## src/rtl/pe_array_seq.sv

```systemverilog
// pe_array_seq: job sequencer for the 5x5 FP16 systolic PE array.
// Buffers S operand slices from a valid/ready stream, clears the array,
// replays the slices with a per-lane diagonal skew (lane i delayed i cycles),
// then waits for the array's done or a timeout.
// Optional feature: define PE_SEQ_PERF_CNT_EN to add the 16-bit perf_cycles
// output (cycles from first beat to job_done, saturating).
module pe_array_seq #(
  parameter int DATA_WIDTH = 16,
  parameter int N          = 5,
  parameter int TIMEOUT    = 32
) (
  input  logic                    clk,
  input  logic                    reset,
  input  logic                    in_valid,
  output logic                    in_ready,
  input  logic [2:0]              in_filter_size,
  input  logic [N*DATA_WIDTH-1:0] in_a,
  input  logic [N*DATA_WIDTH-1:0] in_b,
  output logic                    pe_reset,
  output logic                    pe_start,
  output logic [2:0]              pe_filter_size,
  output logic [N*DATA_WIDTH-1:0] pe_a,
  output logic [N*DATA_WIDTH-1:0] pe_b,
  input  logic                    pe_done,
  output logic                    busy,
  output logic                    job_done,
`ifdef PE_SEQ_PERF_CNT_EN
  output logic                    job_err,
  output logic [15:0]             perf_cycles
`else
  output logic                    job_err
`endif
);

  localparam int TMO_W = $clog2(TIMEOUT + 1);
  localparam int VW    = N * DATA_WIDTH;

  typedef enum logic [2:0] {
    ST_IDLE   = 3'd0,
    ST_LOAD   = 3'd1,
    ST_CLEAR  = 3'd2,
    ST_STREAM = 3'd3,
    ST_DRAIN  = 3'd4
  } state_t;

  state_t           state_r, state_n;
  logic [2:0]       s_r, s_n;        // latched (clamped) filter size
  logic [2:0]       cnt_r, cnt_n;    // beats stored so far
  logic [3:0]       t_r, t_n;        // STREAM step
  logic [TMO_W-1:0] tmo_r, tmo_n;    // DRAIN cycle counter
  logic [3:0]       t_last_s;
  logic [2:0]       clamp_s;
  logic             accept_s;
  logic             wr_en_s;
  logic [2:0]       wr_idx_s;
  logic             job_done_n, job_err_n;
  logic [3:0]       lane_d_s;
  logic [VW-1:0]    skew_a_s, skew_b_s;
  logic [VW-1:0]    buf_a_r [N];
  logic [VW-1:0]    buf_b_r [N];

  logic             in_ready_r, busy_r, job_done_r, job_err_r;
  logic             pe_reset_r, pe_start_r;
  logic [2:0]       pe_fs_r;
  logic [VW-1:0]    pe_a_r, pe_b_r;

  assign accept_s = in_valid & in_ready_r;
  assign t_last_s = {s_r, 1'b0} - 4'd2;
  assign clamp_s  = ((in_filter_size == 3'd0) || (in_filter_size > 3'(N))) ? 3'(N) : in_filter_size;

  // Next-state logic: beat capture, stream stepping, done/timeout detection.
  always_comb begin
    state_n    = state_r;
    s_n        = s_r;
    cnt_n      = cnt_r;
    t_n        = t_r;
    tmo_n      = tmo_r;
    wr_en_s    = 1'b0;
    wr_idx_s   = cnt_r;
    job_done_n = 1'b0;
    job_err_n  = 1'b0;
    case (state_r)
      ST_IDLE: begin
        if (accept_s) begin
          s_n      = clamp_s;
          wr_en_s  = 1'b1;
          wr_idx_s = 3'd0;
          cnt_n    = 3'd1;
          state_n  = (clamp_s > 3'd1) ? ST_LOAD : ST_CLEAR;
        end else begin
          state_n = ST_IDLE;
        end
      end
      ST_LOAD: begin
        if (accept_s) begin
          wr_en_s  = 1'b1;
          wr_idx_s = cnt_r;
          cnt_n    = cnt_r + 3'd1;
          if (cnt_r == (s_r - 3'd1)) begin
            state_n = ST_CLEAR;
          end else begin
            state_n = ST_LOAD;
          end
        end else begin
          state_n = ST_LOAD;
        end
      end
      ST_CLEAR: begin
        state_n = ST_STREAM;
        t_n     = 4'd0;
      end
      ST_STREAM: begin
        if (t_r == t_last_s) begin
          state_n = ST_DRAIN;
          tmo_n   = '0;
        end else begin
          t_n = t_r + 4'd1;
        end
      end
      ST_DRAIN: begin
        if (pe_done) begin
          job_done_n = 1'b1;
          job_err_n  = 1'b0;
          state_n    = ST_IDLE;
        end else if (tmo_r == TMO_W'(TIMEOUT)) begin
          job_done_n = 1'b1;
          job_err_n  = 1'b1;
          state_n    = ST_IDLE;
        end else begin
          tmo_n = tmo_r + {{(TMO_W-1){1'b0}}, 1'b1};
        end
      end
      default: begin
        state_n = ST_IDLE;
      end
    endcase
  end

  // Skewed lane data for the upcoming cycle: lane i shows slice t-i when valid.
  always_comb begin
    skew_a_s = '0;
    skew_b_s = '0;
    lane_d_s = 4'd0;
    for (int i = 0; i < N; i++) begin
      lane_d_s = t_n - 4'(i);
      if ((state_n == ST_STREAM) && (3'(i) < s_n) && (lane_d_s < {1'b0, s_n})) begin
        skew_a_s[i*DATA_WIDTH +: DATA_WIDTH] = buf_a_r[lane_d_s[2:0]][i*DATA_WIDTH +: DATA_WIDTH];
        skew_b_s[i*DATA_WIDTH +: DATA_WIDTH] = buf_b_r[lane_d_s[2:0]][i*DATA_WIDTH +: DATA_WIDTH];
      end else begin
        skew_a_s[i*DATA_WIDTH +: DATA_WIDTH] = '0;
        skew_b_s[i*DATA_WIDTH +: DATA_WIDTH] = '0;
      end
    end
  end

  // State and job bookkeeping registers.
  always_ff @(posedge clk or negedge reset) begin
    if (!reset) begin
      state_r <= ST_IDLE;
      s_r     <= 3'(N);
      cnt_r   <= 3'd0;
      t_r     <= 4'd0;
      tmo_r   <= '0;
    end else begin
      state_r <= state_n;
      s_r     <= s_n;
      cnt_r   <= cnt_n;
      t_r     <= t_n;
      tmo_r   <= tmo_n;
    end
  end

  // Slice buffer; contents persist across jobs, only the first S entries are read.
  always_ff @(posedge clk) begin
    if (wr_en_s) begin
      buf_a_r[wr_idx_s] <= in_a;
      buf_b_r[wr_idx_s] <= in_b;
    end
  end

  // Registered outputs, derived from the state being entered.
  always_ff @(posedge clk or negedge reset) begin
    if (!reset) begin
      in_ready_r <= 1'b0;
      busy_r     <= 1'b0;
      job_done_r <= 1'b0;
      job_err_r  <= 1'b0;
      pe_reset_r <= 1'b0;
      pe_start_r <= 1'b0;
      pe_fs_r    <= 3'(N);
      pe_a_r     <= '0;
      pe_b_r     <= '0;
    end else begin
      in_ready_r <= (state_n == ST_IDLE) || (state_n == ST_LOAD);
      busy_r     <= (state_n != ST_IDLE);
      job_done_r <= job_done_n;
      job_err_r  <= job_err_n;
      pe_a_r     <= skew_a_s;
      pe_b_r     <= skew_b_s;
      case (state_n)
        ST_CLEAR: begin
          pe_reset_r <= 1'b0;
          pe_start_r <= 1'b0;
          pe_fs_r    <= s_n;
        end
        ST_STREAM, ST_DRAIN: begin
          pe_reset_r <= 1'b1;
          pe_start_r <= 1'b1;
        end
        default: begin
          // Hold array controls so results stay stable between jobs.
          pe_reset_r <= pe_reset_r;
          pe_start_r <= pe_start_r;
        end
      endcase
    end
  end

`ifdef PE_SEQ_PERF_CNT_EN
  logic [15:0] perf_r;

  // Job cycle counter: restarts on a first beat, runs while busy, saturates.
  always_ff @(posedge clk or negedge reset) begin
    if (!reset) begin
      perf_r <= 16'd0;
    end else if ((state_r == ST_IDLE) && accept_s) begin
      perf_r <= 16'd1;
    end else if ((state_r != ST_IDLE) && (perf_r != 16'hFFFF)) begin
      perf_r <= perf_r + 16'd1;
    end else begin
      perf_r <= perf_r;
    end
  end

  assign perf_cycles = perf_r;
`endif

  assign in_ready       = in_ready_r;
  assign busy           = busy_r;
  assign job_done       = job_done_r;
  assign job_err        = job_err_r;
  assign pe_reset       = pe_reset_r;
  assign pe_start       = pe_start_r;
  assign pe_filter_size = pe_fs_r;
  assign pe_a           = pe_a_r;
  assign pe_b           = pe_b_r;

endmodule

```

## config.mk

```make
export PLATFORM = sky130hd
export DESIGN_NAME = pe_array_seq
export DESIGN_NICKNAME = d
export VERILOG_FILES = /design/src/rtl/pe_array_seq.sv
export SDC_FILE = /design/constraint.sdc
export NUM_CORES = 1
export LEC_CHECK = 0
export ABC_CLOCK_PERIOD_IN_PS = 43400
export CORE_MARGIN = 5
export CORE_UTILIZATION = 55
export DETAILED_ROUTE_END_ITERATION = 8
export PLACE_DENSITY_LB_ADDON = 0.12
export SETUP_SLACK_MARGIN = 0.1
export SYNTH_ARGS = -nofsm -noshare
export SYNTH_HDL_FRONTEND = slang
export SYNTH_SLANG_ARGS = --single-unit
```

## constraint.sdc

```tcl
create_clock -name clk -period 43.4 [get_ports clk]
set_clock_uncertainty 0.15 [all_clocks]
set_input_delay 10.85 -clock clk [delete_from_list [all_inputs] [get_ports clk]]
set_output_delay 10.85 -clock clk [all_outputs]
set_load 0.005 [all_outputs]
```

### Word level (Yosys, flattened, before mapping)

Memory sizes are Yosys's and may differ from the RTL's.
Cells that the tools add are included.

| word-level totals | value |
|---|---|
| flip-flop bits (word level) | 187 |
| RAM bits | 800 |
| input bits | 167 |
| output and inout port bits | 169 |
| logic and storage cells | 118 |
| memories | 2 |

| operators by class | value |
|---|---|
| $add $sub $neg | 9 |
| $lt $le $gt $ge | 12 |
| equality and inequality tests | 16 |
| muxes and demuxes | 42 |
| bitwise logic cells | 1 |
| reduce and logical (&&, ||, !) cells | 23 |

Memory list:

| memory | depth | width | rd ports | clocked after Yosys merged registers in | write ports | line | text |
|---|---|---|---|---|---|---|---|
| buf_a_r | 5 | 80 | 5 | 0 | 1 | 59 | `logic [VW-1:0] buf_a_r [N];` |
| buf_b_r | 5 | 80 | 5 | 0 | 1 | 60 | `logic [VW-1:0] buf_b_r [N];` |

Operators with widths:

| operator | number |
|---|---|
| $mux 16 | 10 |
| $mux 3 | 11 |
| $lt 4x3->1 | 5 |
| $mux 6 | 3 |
| $pmux 3 s5 | 1 |
| $eq 3x2->1 const B | 4 |
| $pmux 6 s2 | 1 |
| $sub 4x2->4 const B | 3 |
| $logic_and 1x1->1 | 10 |
| $ne 2x2->1 const B | 5 |
| $logic_not 3->1 | 3 |
| $mux 1 | 9 |
| $pmux 4 s2 | 1 |
| $add 6x1->6 const B | 1 |
| $eq 3x1->1 const B | 2 |
| $eq 3x3->1 const B | 2 |
| $eq 6x6->1 const B | 1 |
| $lt 1x3->1 const A | 2 |
| $lt 2x3->1 const A | 2 |
| $mux 2 | 3 |
| $pmux 3 s2 | 1 |
| $reduce_bool 2->1 | 3 |
| $add 4x1->4 const B | 1 |
| $eq 4x4->1 | 1 |
| 16 further kinds | 18 |

### Logic depth before layout (Yosys ltp)

Gate-level depths: netlist of the first run.

| logic depth | value |
|---|---|
| depth after elaboration | 11 |
| depth in mapped cells | 20 |
| gate-level depth less buffers | 14 |

### Worst setup path after synthesis of the first run

OpenSTA, ideal clock, no wires.

| timing path | value |
|---|---|
| path type | input to register |
| start point | input in_valid |
| end point | memory buf_a_r[2][0] (netlist name), enable pin |
| library setup time | 1.127 ns |
| data arrival time | 27.637 ns |
| data required time | 42.123 ns |
| slack | 14.486 ns |
| stages | 4 |
| path buffers | 0 |
| cells stage by stage | nand2_1 -> nor3_1 -> nand2_1 -> nor4b_1 |

| on the way | value |
|---|---|
| word-level cells in the longest chain between the ends | 5 |
| elaborated cells on any way between the ends | 7 |
| those cells by class | mux (6); bitwise (1) |

RTL lines:

| element | line | text |
|---|---|---|
| start, declared | 14 | `input logic in_valid,` |
| $and 1x1->1 * | 67 | `assign accept_s = in_valid & in_ready_r;` |
| $mux 1 | 84, 95 |  |
| $mux 1 | -- |  |
| $mux 1 | 175 | `if (wr_en_s) begin` |
| $mux 1 (implied by the code) | 176 | `buf_a_r[wr_idx_s] <= in_a;` |
| end, declared | 59 |  |

Every way passes the cells marked *; elsewhere a longest branch is shown, timed or not.

### Worst setup path after layout of the first run

| timing path | value |
|---|---|
| start point | input in_valid |
| end point | memory buf_b_r[1][66] (netlist name), enable pin |

| on the way | value |
|---|---|
| word-level cells in the longest chain between the ends | 5 |
| elaborated cells on any way between the ends | 7 |
| those cells by class | mux (6); bitwise (1) |

RTL lines:

| element | line | text |
|---|---|---|
| $and 1x1->1 * | 67 |  |
| $mux 1 | 84, 95 |  |
| $mux 1 | -- |  |
| $mux 1 | 175 |  |
| $mux 1 (implied by the code) | 177 | `buf_b_r[wr_idx_s] <= in_b;` |
| end, declared | 60 |  |

Marks and branches as above.

==> results of run 1 <==
==> worst paths after layout <==
path	from	endpoint	slack, ns	depth (start not counted)
min in group asynchronous	reset	pe_b[62]	10.03	1
min	buf_b_r[4][56]	pe_b[56]	0.34	2
max in group asynchronous	reset	pe_b[42]	30.78	3
min reg2reg	buf_b_r[4][56]	pe_b[56]	0.34	2
max reg2reg	state_r[2]	pe_b[37]	37.45	10
max	in_valid	buf_b_r[1][66]	29.00	9
==> cells by family after synthesis <==
| group | Yosys count |
|---|---|
| simple gates | 925 |
| compound gates | 168 |
| flops | 987 |
| buf+inv | 172 |
| fa+ha+maj | 17 |
| mux | 106 |
| xor+xnor | 18 |
==> worst min-delay path: cells and delay by family, from the launching register on <==
kind          cells  cell delay [ns]
flops             1             0.32
mux               1             0.06
simple gates      1             0.07
==> cells in the final DEF (no fill, tap or decap), types with 18 or more instances in the layout <==
master	synthesis	routed
mux2i_1	36	35
mux4_2	64	64
dfrtp_1	183	183
edfxtp_1	800	800
clkbuf_16	0	102
nor2_1	47	46
nand2_1	549	549
a21oi_1	102	101
clkbuf_1	103	25
nand3_1	263	263
clkdlybuf4s50_1	0	334
o21ai_0	19	19
buf_4	2	36
nand4_1	37	37
clkinv_2	0	18
inv_1	31	31
==> metal layers <==
metal  GRT usage, %  part of all wire, %
met5              0                0.083
met4          6.423                  2.0
met3          4.724                  6.8
met2          39.90                   52
met1          30.31                   40
==> final cells by class <==
type | count | area (sq um) | share of cell area, %
clock buffer | 132 | 2715 | 6.135
sequential | 987 | 28710 | 64.86
inverter | 36 | 148.9 | 0.3364
antenna | 9 | 22.52 | 0.05089
tap | 864 | 1081 | 2.443
multi-input combinational | 1234 | 7386 | 16.69
timing repair buffer | 371 | 3627 | 8.196
clock inverter | 52 | 569.3 | 1.286
==> metrics by stage <==
stage / std cells / total power, mW / instance area (sq um) / setup slack, ns / utilization [%]
floorplan: 2393 / 1.846 / 36670 / 14.49 / -
global placement: 3492 / 2.142 / 40950 / 28.26 / 62.06
detailed placement: 3492 / 2.163 / 40950 / 28.30 / 62.06
CTS: 3676 / 3.015 / 44230 / 28.95 / 67.04
global route: 3681 / 3.141 / 44250 / 28.78 / 67.06
finish: 3685 / 2.981 / 44260 / 29.00 / 67.08
==> synthesized netlist by cell type, types with 22 or more instances <==
| cell type | number |
|---|---|
| nand4_1 | 37 |
| buf_2 | 22 |
| clkbuf_1 | 103 |
| mux4_2 | 64 |
| nand3_1 | 263 |
| a21oi_1 | 102 |
| nand2_1 | 549 |
| inv_1 | 31 |
| mux2i_1 | 36 |
| edfxtp_1 | 800 |
| dfrtp_1 | 183 |
| nor2_1 | 47 |
==> where the power goes <==
group | switching [mW] | internal, mW | total [mW]
combinational | 0.608 | 0.342 | 0.950
clock | 0.341 | 0.510 | 0.851
sequential | 0.0405 | 1.14 | 1.18
==> state kept, by name (all words and copies together) (netlist names), 3 cells and up <==
signal	flops
buf_a_r	400
buf_b_r	400
cnt_r	3
pe_a	80
pe_b	80
pe_filter_size	3
s_r	3
state_r	3
t_r	4
tmo_r	6
==> flow_summary.json, run 1 <==
{
  "p_per_area_nw_per_um2": 67.37,
  "synth_top_area_share_pct": 65.52,
  "cp_max_fo": 58,
  "max_freq_mhz": 69.44,
  "synth_area_leaders": "edfxtp_1 66%, dfrtp_1 12%, nand2_1 5.6%",
  "die_w_microns": 268.2,
  "io_buffers": 335,
  "postCtsSetupRepairBufs": 0,
  "grt_start_max_net_pins": 124,
  "gr-usage-all-layers_pct": 23.10,
  "synth-async-reset-ratio_pct": 18.95,
  "synth_xor_area_share_pct": 0.5289,
  "crit_family": "buffers and inverters",
  "viasPerCell": 5.665,
  "cts.path.max_buffers": 3,
  "worstPathArrival_ns": 14.50,
  "syn_to_final_growth_pct": 20.71,
  "clk_latency_ns": 0.63,
  "clk_pin_slew_ns": 0.06,
  "synth_seq_cells": 987,
  "grt_overflow_total": 0,
  "ant_nets": 0,
  "hp-class": "register to register",
  "cpMostUsedCell": "nand2_1",
  "syn_area_sq_um": 36670,
  "start_util_pct": 55.57,
  "drive_above_1_share_pct": 9.744,
  "synth_top_family_by_area": "simple AND/OR/NAND/NOR gates",
  "holdBufCountCts": 0,
  "syn_avg_cell_area_sq_um": 15.32,
  "yosys.area.top_type": "edfxtp_1",
  "yosysWarnings": 0,
  "grt_pass1_wl_mm": 127.2,
  "antenna_found_initial": 13,
  "fillers": 4405,
  "cts_max_level": 3,
  "max_slew_margin_pct": 18.37,
  "startpoint_type": "input port",
  "status": "completed",
  "cts_buffers": 99,
  "synthSimpleGateAreaFrac_pct": 10.90,
  "min_period_ns": 14.40,
  "end_kind": "register",
  "firstDrtPassIters": 5,
  "dieArea_sq_um": 71930,
  "ir_worst_vdd_v": 0.00006098,
  "tightestPinTransition_ns": 1.224,
  "final_hold_viol_count": 0,
  "clock-root-buffer": "clkbuf_16",
  "clock_sinks": 987,
  "rows": 94,
  "synth_compound_area_share_pct": 2.696,
  "yosys.area_share.adder_pct": 0.5801,
  "power_leakage_nw": 16.03,
  "cts_tree": "yes",
  "fin_setup_tns_ns": 0,
  "crit_type": "input port to register",
  "slowest_delay_ns": 0.81,
  "place_hpwl_mm": 46.30,
  "crit_slowest_cell": "buf_4",
  "synth-edff-count": 800,
  "drt_iter0_markers": 1929,
  "ys_seq_area_share_pct": 78.30,
  "rsz0062_at_grt": "false",
  "synth_mux_area_share_pct": 5.098,
  "timing.critical_path.buf_inv": 3,
  "syn_inst": 2393,
  "setup_viol": 0,
  "fin_crit_sh_pct": 33.18,
  "first_global_vias": 21710,
  "ios": 336,
  "drc": 0,
  "fp.dieH_microns": 268.2,
  "postCtsResizedCells": 0,
  "wl_per_cell_microns": 22.59,
  "required_ns": 43.50,
  "crit_chain": "clkdlybuf4s50_1 > nand2_1 > nor3_1 > nand2_1 > nor2_1 > nand2_1 > nor2_4 > buf_4 > buf_4",
  "globalplace.congestion": 0.7825,
  "synth-main-ff-cell": "edfxtp_1",
  "layout.nets": 2913,
  "max_cap_viol_count": 0,
  "slew_violations": 0,
  "core_area_sq_um": 65980,
  "holdWs_ns": 0.3370,
  "routed_wl_mm": 83.23,
  "synth_cell_types": 68,
  "vias": 20880,
  "synthesis.nets": 2577
}
Note: power is estimated with default switching activity, not from simulation.
==> run 2, diff against run 1 <==
--- a/config.mk
+++ b/config.mk
@@ -5,9 +5,9 @@
 export SDC_FILE = /design/constraint.sdc
 export NUM_CORES = 1
 export LEC_CHECK = 0
-export ABC_CLOCK_PERIOD_IN_PS = 43400
+export ABC_CLOCK_PERIOD_IN_PS = 12960
 export CORE_MARGIN = 5
-export CORE_UTILIZATION = 55
+export CORE_UTILIZATION = 52
 export DETAILED_ROUTE_END_ITERATION = 8
 export PLACE_DENSITY_LB_ADDON = 0.12
 export SETUP_SLACK_MARGIN = 0.1
==> constraint.sdc (replaced) <==
create_clock -name clk -period 12.96 [get_ports clk]
set_clock_uncertainty 0.15 [all_clocks]
set_input_delay 3.24 -clock clk [delete_from_list [all_inputs] [get_ports clk]]
set_output_delay 3.24 -clock clk [all_outputs]
set_load 0.005 [all_outputs]
==> run 2 against run 1 <==
Critical path depth did not move. Hold slack worse by 0.0016 ns. Sequential cell count did not move. Global-route usage down 0.81 points. Sequential share of layout area fell by 0.34 points. Routed wire length up 1.9%.
==> flow_summary.json, run 2 (same netlist as run 1, synthesis figures left out) <==
{
  "fp.dieH_microns": 275.5,
  "startpoint_type": "input port",
  "crit_start": "in_valid",
  "antenna_found_initial": 15,
  "rsz0062_at_grt": "false",
  "drc": 0,
  "r2r_end": "pe_a[40]",
  "multiInputGateArea_sq_um": 7396,
  "fin_crit_sh_pct": 51.59,
  "tightestPinTransition_ns": 1.270,
  "ant_nets": 0,
  "min_from": "buf_a_r[4][63]",
  "firstDrtPassIters": 5,
  "final-seq-area_sq_um": 28710,
  "core_area_sq_um": 70030,
  "ios": 336,
  "reg_top3": "buf_a_r (400), buf_b_r (400)",
  "io_buffers": 335,
  "wl_per_cell_microns": 22.52,
  "dieArea_sq_um": 75920,
  "drt_iter0_markers": 1773,
  "vias": 21010,
  "clock-root-buffer": "clkbuf_16",
  "postPlaceCellArea_sq_um": 41070,
  "routed_wl_mm": 84.77,
  "final_hold_viol_count": 0,
  "cts_tree": "yes",
  "end_kind": "register",
  "clock_sinks": 987,
  "hp-class": "register to register",
  "ir_worst_vdd_v": 0.0002818,
  "worstPathArrival_ns": 6.79,
  "fin_setup_tns_ns": 0,
  "max_slew_margin_pct": 15.33,
  "drive_above_1_share_pct": 10.28,
  "min_period_ns": 6.687,
  "syn_to_final_growth_pct": 21.34,
  "mostFrequentLayoutCell": "edfxtp_1",
  "setup_ws_ns": 6.273,
  "cts.path.max_buffers": 3,
  "required_ns": 13.06,
  "globalplace.congestion": 0.8020,
  "postCtsSetupRepairBufs": 0,
  "grt_pass1_wl_mm": 128.6,
  "cp_max_fo": 49,
  "crit_type": "input port to register",
  "r2r_cells": 11,
  "most-common-layout-cells": "800 x edfxtp_1, 549 x nand2_1, 334 x clkdlybuf4s50_1",
  "holdBufCountCts": 0,
  "timing.rr.start": "state_r[1]",
  "cts_max_level": 3,
  "grt_start_max_net_pins": 198,
  "max_cap_viol_count": 0,
  "power_leakage_nw": 16.10,
  "max_freq_mhz": 149.6,
  "stdcell_area_sq_um": 44490,
  "hold_path_end": "pe_a[63]",
  "first_global_vias": 21690,
  "cts_buffers": 98,
  "layout.nets": 2912,
  "start_util_pct": 52.36,
  "worst-r2r-setup-slack_ns": 7.55,
  "fillers": 5049,
  "setup_viol": 0,
  "place_hpwl_mm": 45.90,
  "grt_overflow_total": 0,
  "clk_latency_ns": 0.64,
  "p_per_area_nw_per_um2": 225.9,
  "pre_cts_slack_ns": 5.633,
  "gr-usage-all-layers_pct": 22.28,
  "die_w_microns": 275.5,
  "viasPerCell": 5.580,
  "postCtsResizedCells": 0,
  "clk_pin_slew_ns": 0.06,
  "rows": 97,
  "hold_path_depth": 2,
  "slew_violations": 0,
  "status": "completed"
}
## run 2: through the flow
| stage | instances | hold slack, ns | power [mW] | utilization (%) |
|---|---|---|---|---|
| after global routing | 3756 | 0.3700 | 10.60 | 63.50 |
| after floorplan | 2393 | 0.3116 | 6.160 | - |
| final | 3764 | 0.3354 | 10.05 | 63.53 |
| after global placement | 3568 | 0.3183 | 7.174 | 58.65 |
| after CTS | 3751 | 0.3416 | 10.17 | 63.48 |
| after detailed placement | 3568 | 0.3279 | 7.238 | 58.65 |
## run 2: worst max-delay path, stage by stage
cell             delay [ns]
clkdlybuf4s50_1        0.53
nand2_1                0.09
nor3_1                 0.36
nand2_1                0.26
nor2_1                 0.20
nand2_1                0.11
nor2_4                 0.47
buf_4                  0.68
buf_4                  0.74
## run 2: cell type report
type / count / share of cell area [%]
clock inverter: 59 / 1.491
inverter: 36 / 0.3347
tap: 940 / 2.644
timing repair buffer: 371 / 8.181
sequential: 987 / 64.53
multi-input combinational: 1234 / 16.62
antenna: 13 / 0.07312
clock buffer: 124 / 6.125
## run 2: how the worst max path moves through the flow
| stage | to | slack (ns) | cells past startpoint |
|---|---|---|---|
| floorplan | buf_a_r[0][0] | 1.01 | 2 |
| finish | buf_a_r[1][17] | 6.27 | 9 |
| CTS | buf_a_r[1][19] | 6.30 | 9 |
| detailed placement | buf_b_r[1][30] | 5.63 | 9 |
| global route | buf_a_r[1][17] | 6.00 | 9 |
| global placement | buf_b_r[1][30] | 5.61 | 9 |
## run 2: metal layers
metal	vias to the layer above	track usage [%]	wire length, microns
met5	-	0	70
met4	10	6.168	1710
met3	119	4.520	5806
met2	657	37.64	43090
met1	10730	29.93	34090
li1	9485	-	-
## run 2: power breakdown
part	total [mW]	internal, mW	switching (mW)
sequential	3.96	3.82	0.143
clock	2.92	1.77	1.16
combinational	3.17	1.15	2.02
